[config.mk]
export PLATFORM = sky130hd
export DESIGN_NAME = melody_player
export DESIGN_NICKNAME = d
export VERILOG_FILES = /design/src/rtl/melody_player.sv
export SDC_FILE = /design/constraint.sdc
export NUM_CORES = 1
export LEC_CHECK = 0
export ABC_AREA = 0
export BUFFER_PORTS_ARGS = -buffer_cell sky130_fd_sc_hd__buf_2
export CORE_MARGIN = 8
export CORE_UTILIZATION = 46
export CTS_CLUSTER_DIAMETER = 200
export DETAILED_ROUTE_END_ITERATION = 16
export PLACE_DENSITY = 0.74
export RECOVER_POWER = 50
export SETUP_SLACK_MARGIN = 0.1
export SLEW_MARGIN = 0
export SYNTH_ARGS = -nofsm -noshare
export SYNTH_HDL_FRONTEND = slang
export SYNTH_SLANG_ARGS = --single-unit
[constraint.sdc]
create_clock -name clk_i -period 1.7 [get_ports clk_i]
set_input_delay 0.17 -clock clk_i [delete_from_list [all_inputs] [get_ports clk_i]]
set_output_delay 0.17 -clock clk_i [all_outputs]
set_load 0.02 [all_outputs]
[src/rtl/melody_player.sv]
// rtl/melody_player.sv - step sequencer feeding the notes ROM / PWM modulator
//
// Walks a pattern ROM of {duration, note} entries, holds each note for
// `duration` beat strobes and drives the note index plus a gate.
//
// Ports:
//   clk_i, rst_i      clock, asynchronous active-high reset
//   strb_i            1-cycle beat strobe
//   start_i, stop_i   start/restart at entry 0, abort (stop wins)
//   loop_i            wrap to entry 0 at end of pattern instead of finishing
//   legato_i          1 = gate held through the last beat of a note
//   step_data_i       pattern ROM data {duration, note}, combinational from step_addr_o
//   step_addr_o       current pattern entry
//   noteIndex_o       note index to the notes ROM
//   gate_o            sound enable
//   busy_o            high in LOAD/PLAY
//   done_o            1-cycle pulse at natural end of the pattern
module melody_player #(
  parameter int IDX_BW  = 6,
  parameter int DUR_BW  = 4,
  parameter int ADDR_BW = 6,
  parameter int SEQ_LEN = 64
) (
  input  logic                     clk_i,
  input  logic                     rst_i,
  input  logic                     strb_i,
  input  logic                     start_i,
  input  logic                     stop_i,
  input  logic                     loop_i,
  input  logic                     legato_i,
  input  logic [IDX_BW+DUR_BW-1:0] step_data_i,
  output logic [ADDR_BW-1:0]       step_addr_o,
  output logic [IDX_BW-1:0]        noteIndex_o,
  output logic                     gate_o,
  output logic                     busy_o,
  output logic                     done_o
);

  typedef enum logic [1:0] {IDLE, LOAD, PLAY, FINISH} state_t;

  localparam logic [ADDR_BW-1:0] LAST_STEP = ADDR_BW'(SEQ_LEN - 1);

  state_t              state, state_n;
  logic [ADDR_BW-1:0]  step, step_n;
  logic [IDX_BW-1:0]   note, note_n;
  logic [DUR_BW-1:0]   dur_cnt, dur_n;

  logic [IDX_BW-1:0]   rom_note;
  logic [DUR_BW-1:0]   rom_dur;

  assign rom_note = step_data_i[IDX_BW-1:0];
  assign rom_dur  = step_data_i[IDX_BW+DUR_BW-1:IDX_BW];

  always_ff @(posedge clk_i or posedge rst_i) begin
    if (rst_i) begin
      state   <= IDLE;
      step    <= '0;
      note    <= '0;
      dur_cnt <= '0;
    end else begin
      state   <= state_n;
      step    <= step_n;
      note    <= note_n;
      dur_cnt <= dur_n;
    end
  end

  always_comb begin
    state_n = state;
    step_n  = step;
    note_n  = note;
    dur_n   = dur_cnt;
    if (stop_i) begin
      // step/note deliberately kept so the last position stays observable
      state_n = IDLE;
    end else if (start_i) begin
      step_n  = '0;
      state_n = LOAD;
    end else begin
      case (state)
        IDLE: ;
        LOAD: begin
          if (rom_dur == '0) begin
            // terminator; wrapping only from a non-zero entry avoids an
            // endless LOAD loop on an empty pattern
            if (step != '0 && loop_i) step_n = '0;
            else                      state_n = FINISH;
          end else begin
            note_n  = rom_note;
            dur_n   = rom_dur;
            state_n = PLAY;
          end
        end
        PLAY: begin
          if (strb_i) begin
            if (dur_cnt > DUR_BW'(1)) begin
              dur_n = dur_cnt - DUR_BW'(1);
            end else if (step == LAST_STEP) begin
              if (loop_i) begin
                step_n  = '0;
                state_n = LOAD;
              end else begin
                state_n = FINISH;
              end
            end else begin
              step_n  = step + ADDR_BW'(1);
              state_n = LOAD;
            end
          end
        end
        FINISH:  state_n = IDLE;
        default: state_n = IDLE;
      endcase
    end
  end

  assign step_addr_o = step;
  assign noteIndex_o = note;
  // note 0 is a rest; staccato drops the gate during the final beat
  assign gate_o      = (state == PLAY) && (note != '0) &&
                       (legato_i || dur_cnt != DUR_BW'(1));
  assign busy_o      = (state == LOAD) || (state == PLAY);
  assign done_o      = (state == FINISH);

endmodule
==> run metrics <==
status=finished with violations; failing checks=setup timing; first-pass GRT wire length=between 5 and 6 mm; Place WS=-0.218 ns; Slew Limit Fails=0; die width=roughly 67 um; drt drc=0; DRT iter0 DRCs=just over 70; post-route setup slack=-0.184 ns; static leakage=between 0.8 and 0.9 nW; Final Core Density=slightly above 70%; final setup fails=11; Num Clock Sinks=18; Commonest cells post-synth=18 x dfrtp_1, 11 x a21oi_1, 11 x inv_1, 11 x nor2_1; Die Ht=about 67 um; critical setup path kind=flip-flop to flip-flop; dominant cell by count in the synthesized netlist=dfrtp_1; I/O Pins=32; H-tree depth=1; hold_ws=0.0852 ns; unique cell type count in the Yosys netlist=35; clock skew=0.00681 ns; Ys Warns=0; Post-synth EDFFs=0; CTS tree=yes; critical path endpoint category=flip-flop; Max clock buf depth=2; Synth Instances=approximately 130; Final min period=1.88 ns; sequential area share after synthesis=a little under two fifths; largest net degree at the start of global routing=19; share of the synthesized area in the top cell type=a little under two fifths; Vias=between 1000 and 1500; Core Rows=18; Worst EP required=between 1.5 and 2 ns; vias in the first global route=1308; syn_area_per_cell=~9.3 um2; port bufs=31; Initial Utilization=approximately half; max-cap viol count=0; initial antenna violation count=0; hold violation count in the final report=0; Slew @ Worst Pin=between 0.7 and 0.8 ns; startpoint type of the worst setup path=flip-flop; setup TNS=-1.35 ns; Primary FF master, synth=dfrtp_1; syn nets=around 150; largest area contributor in the synthesized netlist=dfrtp_1; RSZ-0062 raised after global routing=true; nets=218; layout cells sized above 1=between 40 and 50%; WL per Instance=around 16 um; gpl congestion=0.853; share of async-settable or async-resettable flops after synthesis=100%; Vias/cell=approximately 5.6; total chip power=1.85 mW; gr ovfl total=0; total track usage=between 15 and 20%; core area=about 2500 um2; antenna-violating nets left=0; Pre-Repair DR Iteration Count=4; Root Buffer=clkbuf_4; Tcrit/Tclk final=111%; top cells by area, synth=dfrtp_1 38%, ha_1 7.4%, mux2_2 5.7%, a21oi_1 4.7%, inv_1 3.5%; Hold WC Path Type=input pin to flip-flop; worst skew pair latency=about 0.30 ns; DPL Wire Length=between 2 and 2.5 mm; VDD IR max=slightly below 0.001 V; fmax=between 0.5 and 0.6 GHz; #FFs+latches synth=18; antenna cells=0; clock buffer count from CTS=3; Reg clk slew, reported paths=0.11 ns; pwr dens=1030 nW/um2; die area=~4400 um2; final WL=about 3.6 mm; crit path DAT=around 2.1 ns; area delta synth->final=51.1%; Worst slew margin=between 50% and 60%; worst-path fanout max=6; Cell Area, Synth=about 1200 um2
==> metal layers <==
metal  up-vias  routed length, um  track usage (%)
met4         0                 65             6.93
met2        48               1660             28.0
li1        594                  -                -
met1       594               1530             17.4
met3         8                290             5.87
met5         -                  0                0
==> metrics by stage <==
| step | instance area, um2 | cells |
|---|---|---|
| 6_report | 1790 | 223 |
| 3_3_place_gp | 1540 | 208 |
| 5_1_grt | 1790 | 223 |
| 2_1_floorplan | 1190 | 127 |
| 3_5_place_dp | 1540 | 208 |
| 4_1_cts | 1710 | 220 |
==> where the power goes <==
group / leakage (nW) / switching, mW / internal, mW
clock: 0.0210 / 0.147 / 0.131
combinational: 0.573 / 0.485 / 0.438
sequential: 0.224 / 0.108 / 0.539
total: 0.818 / 0.740 / 1.11
==> final cells by class <==
type | instances | area, um2
multi-input combinational | 96 | 803
fill | 172 | 668
sequential | 18 | 453
timing repair buffer | 64 | 415
inverter | 11 | 41.3
tap | 30 | 37.5
clock buffer | 4 | 36.3
==> final timing paths <==
check                                      startpoint                    endpoint  slack (ns)  cells past startpoint
setup / recovery           step_addr_o[1]$_DFFE_PP0P_  step_addr_o[1]$_DFFE_PP0P_       -0.18                      7
hold / removal                         step_data_i[1]  noteIndex_o[1]$_DFFE_PP0P_        0.09                      2
setup reg to reg           step_addr_o[1]$_DFFE_PP0P_  step_addr_o[1]$_DFFE_PP0P_       -0.18                      7
hold reg to reg            noteIndex_o[3]$_DFFE_PP0P_  noteIndex_o[3]$_DFFE_PP0P_        0.56                      1
max in group asynchronous                       rst_i  step_addr_o[1]$_DFFE_PP0P_        0.69                      3
min in group asynchronous                       rst_i  noteIndex_o[0]$_DFFE_PP0P_        0.52                      3
==> state kept, by name, indices dropped and copies added, names as in the netlist <==
name         cells
dur_cnt          4
noteIndex_o      6
state            2
step_addr_o      6
==> critical path, cell delays in order, from the launching register on <==
cell and delay, ns:
dfrtp_2 0.43, inv_2 0.06, ha_1 0.13, or4b_4 0.47, o2111a_2 0.32, nor3_4 0.15, nor3_4 0.09, mux2i_1 0.12
==> kinds of logic after synthesis <==
kind of cell | Yosys count | synth area share (%)
adders and majority gates | 7 | 7.41
DFF | 18 | 38.1
AOI/OAI and AO/OA | 37 | 22.3
and+or+nand+nor | 44 | 20.6
muxes | 8 | 7.41
buffers and inverters | 13 | 4.13
==> layout by cell type, fill, tap and decap left out, drive strengths merged, types with 2 or more instances in the layout <==
cell type / synthesis / routed
a21oi: 11 / 11
a31oi: 3 / 3
and3: 3 / 3
buf: 0 / 57
clkbuf: 2 / 10
dfrtp: 18 / 18
ha: 7 / 7
inv: 11 / 11
mux2: 6 / 6
mux2i: 2 / 2
nand2: 8 / 8
nand2b: 3 / 3
nand3: 3 / 3
nand3b: 2 / 2
nor2: 11 / 11
nor2b: 4 / 4
nor3: 4 / 4
nor4: 2 / 2
o211ai: 2 / 2
o21a: 2 / 2
o21ai: 8 / 8
o22a: 3 / 3
==> repair_timing <==
item / CTS / global route
endpoints found under the hold margin: 18 / 0
gates resized for setup: 19 / 14
setup endpoints to repair: 12 / 19
pin swaps: 13 / 4
hold buffers: 1 / 0
setup buffers: 8 / 3
Note: power is estimated with default switching activity, not from simulation.
